[config.mk]
export PLATFORM = sky130hd
export DESIGN_NAME = sprite_overlay_ctrl
export DESIGN_NICKNAME = d
export VERILOG_FILES = /design/src/rtl/sprite_overlay_ctrl.sv
export SDC_FILE = /design/constraint.sdc
export NUM_CORES = 1
export LEC_CHECK = 0
export ABC_AREA = 1
export CELL_PAD_IN_SITES_DETAIL_PLACEMENT = 2
export CELL_PAD_IN_SITES_GLOBAL_PLACEMENT = 2
export CORE_AREA = 4 4 167 169
export DETAILED_ROUTE_END_ITERATION = 8
export DIE_AREA = 0 0 171 173
export PLACE_DENSITY = 0.84
export SETUP_SLACK_MARGIN = 0.3
export SLEW_MARGIN = 10
export SYNTH_ARGS = -nofsm -noshare
export SYNTH_HDL_FRONTEND = slang
export SYNTH_SLANG_ARGS = --single-unit
[constraint.sdc]
create_clock -name CLK -period 4.87 [get_ports CLK]
set_input_delay 0.487 -clock CLK [delete_from_list [all_inputs] [get_ports CLK]]
set_output_delay 0.487 -clock CLK [all_outputs]
set_load 0.03 [all_outputs]
[src/rtl/sprite_overlay_ctrl.sv]
// 1-bpp bitmap overlay for the VGA path: offset placement, power-of-two scaling,
// frame-latched show/colour and optional frame-counted blink. 3-cycle pixel latency.
module sprite_overlay_ctrl #(
  parameter int unsigned IMG_W        = 256,
  parameter int unsigned IMG_H        = 256,
  parameter int unsigned ADDR_W       = 8,
  parameter int unsigned X0           = 0,
  parameter int unsigned Y0           = 0,
  parameter int unsigned SCALE_LOG2   = 0,
  parameter int unsigned BLINK_FRAMES = 30
) (
  input  logic              CLK,
  input  logic              RST,
  input  logic              Ready_Sig,
  input  logic [10:0]       Column_Addr_Sig,
  input  logic [10:0]       Row_Addr_Sig,
  input  logic              Show_Sig,
  input  logic [2:0]        Color_Sig,
  input  logic              Blink_En,
  input  logic [IMG_W-1:0]  Rom_Data,
  output logic [ADDR_W-1:0] Rom_Addr,
  output logic              Red_Sig,
  output logic              Green_Sig,
  output logic              Blue_Sig,
  output logic              Frame_Tick
);

  localparam int unsigned CMP_W = 16;
  localparam int unsigned COL_W = $clog2(IMG_W);
  localparam int unsigned CNT_W = (BLINK_FRAMES > 1) ? $clog2(BLINK_FRAMES) : 1;

  localparam logic [CMP_W-1:0] X_LO   = CMP_W'(X0);
  localparam logic [CMP_W-1:0] Y_LO   = CMP_W'(Y0);
  localparam logic [CMP_W-1:0] X_SPAN = CMP_W'(IMG_W << SCALE_LOG2);
  localparam logic [CMP_W-1:0] Y_SPAN = CMP_W'(IMG_H << SCALE_LOG2);
  localparam logic [CNT_W-1:0] CNT_LAST = CNT_W'(BLINK_FRAMES - 1);

  // Pipeline registers
  logic [ADDR_W-1:0] rom_addr_q, rom_addr_d;
  logic [COL_W-1:0]  col_s1_q, col_s1_d, col_s2_q, col_s2_d;
  logic              win_s1_q, win_s1_d, win_s2_q, win_s2_d;
  logic [2:0]        rgb_q, rgb_d;

  // Frame-level control registers
  logic [10:0]       prev_row_q, prev_row_d;
  logic              tick_q, tick_d;
  logic              show_q, show_d;
  logic [2:0]        color_q, color_d;
  logic [CNT_W-1:0]  cnt_q, cnt_d;
  logic              phase_q, phase_d;

  // Stage-0 window test and image coordinates
  logic [CMP_W-1:0]  col_off_c, row_off_c;
  logic              in_win_c;
  logic [ADDR_W-1:0] img_row_c;
  logic [COL_W-1:0]  img_col_c;
  logic [COL_W-1:0]  sel_idx_c;
  logic              pix_c;

  // Offsets wrap to large values left of / above the image, so one unsigned compare suffices
  always_comb begin
    col_off_c = CMP_W'(Column_Addr_Sig) - X_LO;
    row_off_c = CMP_W'(Row_Addr_Sig) - Y_LO;
    in_win_c  = Ready_Sig && (col_off_c < X_SPAN) && (row_off_c < Y_SPAN);
    img_row_c = '0;
    img_col_c = '0;
    if (in_win_c) begin
      img_row_c = ADDR_W'(row_off_c >> SCALE_LOG2);
      img_col_c = COL_W'(col_off_c >> SCALE_LOG2);
    end
  end

  // Pixel pipeline next-state; MSB of the ROM word is the leftmost pixel
  always_comb begin
    rom_addr_d = img_row_c;
    col_s1_d   = img_col_c;
    win_s1_d   = in_win_c;
    col_s2_d   = col_s1_q;
    win_s2_d   = win_s1_q;
    sel_idx_c  = COL_W'(IMG_W - 1) - col_s2_q;
    pix_c      = Rom_Data[sel_idx_c] & win_s2_q & show_q & phase_q;
    rgb_d      = pix_c ? color_q : 3'b000;
  end

  // Frame detection, frame-latched show/colour and blink counter
  always_comb begin
    prev_row_d = Row_Addr_Sig;
    tick_d     = (Row_Addr_Sig < prev_row_q);
    show_d     = show_q;
    color_d    = color_q;
    cnt_d      = cnt_q;
    phase_d    = phase_q;
    if (tick_q) begin
      show_d  = Show_Sig;
      color_d = Color_Sig;
    end
    if (!Blink_En || !show_q || (tick_q && !Show_Sig)) begin
      cnt_d   = '0;
      phase_d = 1'b1;
    end else if (tick_q) begin
      if (cnt_q == CNT_LAST) begin
        cnt_d   = '0;
        phase_d = ~phase_q;
      end else begin
        cnt_d = cnt_q + CNT_W'(1);
      end
    end
  end

  always_ff @(posedge CLK) begin
    if (RST) begin
      rom_addr_q <= '0;
      col_s1_q   <= '0;
      win_s1_q   <= 1'b0;
      col_s2_q   <= '0;
      win_s2_q   <= 1'b0;
      rgb_q      <= 3'b000;
      prev_row_q <= '0;
      tick_q     <= 1'b0;
      show_q     <= 1'b0;
      color_q    <= 3'b000;
      cnt_q      <= '0;
      phase_q    <= 1'b1;
    end else begin
      rom_addr_q <= rom_addr_d;
      col_s1_q   <= col_s1_d;
      win_s1_q   <= win_s1_d;
      col_s2_q   <= col_s2_d;
      win_s2_q   <= win_s2_d;
      rgb_q      <= rgb_d;
      prev_row_q <= prev_row_d;
      tick_q     <= tick_d;
      show_q     <= show_d;
      color_q    <= color_d;
      cnt_q      <= cnt_d;
      phase_q    <= phase_d;
    end
  end

  assign Rom_Addr   = rom_addr_q;
  assign Red_Sig    = rgb_q[2];
  assign Green_Sig  = rgb_q[1];
  assign Blue_Sig   = rgb_q[0];
  assign Frame_Tick = tick_q;

endmodule
Yosys cells after proc, flatten, opt, wreduce, memory -nomap -nowiden:

Cells that the tools add are included.

* register bits after elaboration: 51
* input port bits: 286
* output and inout port bits: 12
* logic and storage cells: 40

* add/subtract/negate cells: 2
* $lt $le $gt $ge: 4
* eq/ne operators: 1
* multiplexer cells: 3
* bitwise operators: 6
* reduce and logical (&&, ||, !) cells: 12

Operators by type and width (count)
* 11-bit by 9-bit < comparator with 1-bit output, second input constant: 2
* 11-bit < comparator: 1
* 8-bit by 9-bit < comparator with 1-bit output, second input constant: 1
* 1-bit binary-select mux with 8-bit select: 1
* 8-bit subtractor, first input constant: 1
* 2-bit OR reduction: 3
* 5-bit by 1-bit adder with 5-bit output, second input constant: 1
* 5-bit equality test, second input constant: 1
* 5-bit 2-to-1 mux: 1
* 1-bit AND: 3
* 1-bit logical AND: 3
* 1-bit logical NOT: 3
* 1-bit NOT: 3
* 1-bit logical OR: 2
* 2-bit AND reduction: 1
* 1-bit 2-to-1 mux: 1

Longest topological paths before layout:

* depth after elaboration: 8
* mapped depth: 15

Worst setup path after synthesis:

OpenSTA, ideal clock, no wires.

* kind: flip-flop to flip-flop
* start point: reg col_s2_q[0]
* end point: reg rgb_q[0]
* setup time: 112 ps
* arrival: 1421 ps
* required time: 4758 ps
* path slack: 3337 ps
* cell stages (with the launch flop): 16
* path buffers: 2
* cell sequence: dfxtp_1 inv_2 buf_4 buf_4 nand2_1 nand3_1 nand3_1 nand3_1 nand2_1 nand2_1 nand3_1 nand3_1 nand3_1 nand2_1 nand2_1 nor2_1

* longest elaborated chain between the ends: 8

Ends and longest elaborated chain
* from (decl): line 40 `logic [COL_W-1:0] col_s1_q, col_s1_d, col_s2_q, col_s2_d;`
* from (signal assigned): line 128 `col_s2_q <= col_s2_d;`
* 8-bit subtractor: line 80 `sel_idx_c = COL_W'(IMG_W - 1) - col_s2_q;`
* 1-bit binary-select mux with 8-bit select: line 81 `pix_c = Rom_Data[sel_idx_c] & win_s2_q & show_q & phase_q;`
* 1-bit 2-to-1 mux (implied by the code): line 81
* 1-bit AND (3 in a row): line 81
* 1-bit NOT (no line)
* 2-bit OR reduction (no line)
* to (signal assigned): line 130 `rgb_q <= rgb_d;`
* to (decl): line 42 `logic [2:0] rgb_q, rgb_d;`

No other way between the ends. The select of a mux whose other input is x is not followed.
A chain may end at the register's enable or synchronous reset.

Worst setup path after layout:

* start point: reg col_s2_q[0]
* end point: reg rgb_q[1]

Same word-level chain as after synthesis.

==> flow_metrics.tcl <==
set metrics [dict create \
    grt_pass1_vias 7025 \
    post_dp_cell_area_um2 7540 \
    synth_edf_count 0 \
    clkTransAtPathRegs_ns 0.07 \
    synth-main-ff-cell "dfxtp_1" \
    rows 60 \
    fp.dieH_um 173 \
    gr-total-overflow 0 \
    max-slew-margin-rel_pct 23.1 \
    drt-total-wl_mm 27.5 \
    worst_hold_path_type "reg2reg" \
    hpwl_mm 22.1 \
    total_power_uw 1130 \
    drt_pass1_iterations 4 \
    die_area_um2 29600 \
    insertion_delay_ns 0.29 \
    port_buffers 297 \
    syn-cell-area_um2 4430 \
    mappedNetlistNets 1094 \
    ios 298 \
    cts_setup_buffers 0 \
    finalNonFillerCells 1396 \
    finalCritPeriodShare_pct 59.5 \
    vias 6274 \
    end_kind "flop" \
    grt_pass1_wl_mm 40.9 \
    cts-htree-levels 2 \
    fmax_mhz 345 \
    hold_viol_final 0 \
    setup_viol_count_final 0 \
    yosysTopAreaCell "nand3_1" \
    ys_async_sr_fraction_pct 0 \
    cts_buffers 5 \
    core_area_um2 26600 \
    arrival_ns 3.13 \
    antenna_found_initial 4 \
    grt_max_degree 106 \
    finalCriticalPeriod_ns 2.90 \
    whs_ns 0.407 \
    drc 0 \
    die_w_um 171 \
    place.gp.congestion 0.777 \
    track_usage_pct 17.5 \
    required_ns 5.10 \
    syn_to_final_growth_pct 73.2 \
    use_met1_pct 20.8 \
    ctsLongestPathBuffers 2 \
    globalRoute.busiestLayer "met2" \
    p_leak_uw 0.00320 \
    holdBufCountCts 0 \
    worst_pin_slew_ns 1.15 \
    synth_area_per_cell_um2 5.57 \
    layout-drive-gt1-share_pct 1.99 \
    cts_tree "done" \
    cts_root_buffer "clkbuf_16" \
    design_area_um2 7680 \
    drt_iter0_markers 298 \
    synth.top_cell.area_share_pct 27.5 \
    clock_skew_ns 0.00342 \
    synth-seq-cells 51 \
    met3_usage_pct 3.82 \
    start_kind "flop" \
    synthDistinctLibCells 21 \
    wl_per_cell_um 19.7 \
    synthTopCellsByArea "nand3_1, nand2_1, dfxtp_1" \
    ctsResizeCount 0 \
    clkSinkCount 51 \
    vias_per_cell 4.49 \
    use_met2_pct 32.8 \
    ys_seq_area_share_pct 23.0 \
    rsz0062_at_grt "false" \
    dp.cells 1386 \
    final_nets 1350 \
    worstSetupPathType "reg2reg" \
    start_util_pct 16.7 \
    ant_nets 0 \
    finalMaxSlewViolations 0 \
    tns_ns 0 \
    drv_cap 0 \
    power_density_nw_per_um2 147 \
    ir_drop_mv 0.163 \
    postSynthCellCount 796 \
    yosys_warnings 0 \
    crit_fanout 105 \
    status "finished, final reports clean" \
]
-- critical path: stages (launching register included) --
cell	delay, ns
dfxtp_4	0.53
buf_4	0.89
nand2_1	0.18
nand3_1	0.22
nand3_1	0.12
nand3_1	0.10
nand2_1	0.06
nand2_1	0.06
nand3_1	0.07
nand3_1	0.09
nand3_1	0.07
nand2_1	0.12
nand2_1	0.10
nor2_1	0.10
-- cell usage in the layout (no fill, tap or decap), drive strengths merged --
| master | netlist | layout |
|---|---|---|
| nor3 | 3 | 3 |
| nand3 | 244 | 244 |
| inv | 58 | 58 |
| ha | 12 | 12 |
| nor4 | 1 | 1 |
| clkinv | 0 | 3 |
| clkdlybuf4s50 | 0 | 297 |
| a31oi | 1 | 1 |
| nor2 | 51 | 51 |
| clkbuf | 10 | 5 |
| a21oi | 9 | 9 |
| buf | 46 | 8 |
| diode | 0 | 2 |
| dfxtp | 51 | 51 |
| o21ai | 5 | 5 |
| nand2 | 299 | 299 |
| nand4 | 1 | 1 |
| a211oi | 1 | 1 |
| xor2 | 2 | 2 |
| nor3b | 2 | 2 |
-- report_power, final --
group | internal [uW] | switching, uW
Sequential | 425 | 4.93
Clock | 188 | 157
Combinational | 241 | 113
Total | 855 | 274
-- path summary, 6_finish.rpt --
check              startpoint          end  slack [ns]  cells after the start
hold / removal    col_s1_q[2]  col_s2_q[2]        0.41                      2
setup / recovery  col_s2_q[0]     rgb_q[1]        1.97                     13
setup reg to reg  col_s2_q[0]     rgb_q[1]        1.97                     13
hold reg to reg   col_s1_q[2]  col_s2_q[2]        0.41                      2
-- kinds of logic after synthesis --
family	Yosys count	synth area share (%)
AOI/OAI and AO/OA	16	1.89
adders and majority gates	12	3.39
buffers and inverters	114	13.2
DFF	51	23.0
xor gates and xnor gates	2	0.395
and+or+nand+nor	601	58.1
-- Yosys cell counts (2+ instances only) --
master    number
buf_6         11
inv_1         56
ha_1          12
nor3_1         3
o21ai_0        5
nor3b_1        2
clkbuf_1      10
buf_1          6
buf_4         15
inv_2          2
dfxtp_1       51
buf_2         14
xor2_1         2
nor2_1        51
a21oi_1        9
nand2_1      299
nand3_1      244
-- state kept, by name, summed over array words and instances (netlist names) --
| name | cells |
|---|---|
| win_s1_q | 1 |
| Frame_Tick | 1 |
| col_s2_q | 8 |
| show_q | 1 |
| Rom_Addr | 8 |
| prev_row_q | 11 |
| rgb_q | 3 |
| phase_q | 1 |
| win_s2_q | 1 |
| cnt_q | 5 |
| col_s1_q | 8 |
| color_q | 3 |
-- cell type report --
cell class | count | area (um2)
fillers | 3236 | 18900
repair buffers | 305 | 3030
multi-input cells | 631 | 2830
flip-flops and latches | 51 | 1030
well taps | 341 | 427
inverters | 58 | 220
clock buffers | 5 | 125
clock inverters | 3 | 15.0
diodes | 2 | 5.00
-- metal layers --
metal	up-vias	wire length, um
li1	3073	-
met1	2978	11400
met2	197	13900
met3	22	1840
met4	4	327
met5	-	21
-- through the flow --
step	setup slack [ns]	util (%)
CTS	1.90	28.9
floorplan	3.34	-
global route	1.68	28.9
finish	1.97	28.9
detailed placement	1.92	28.4
global placement	2.01	28.4
Note: power is estimated with default switching activity, not from simulation.
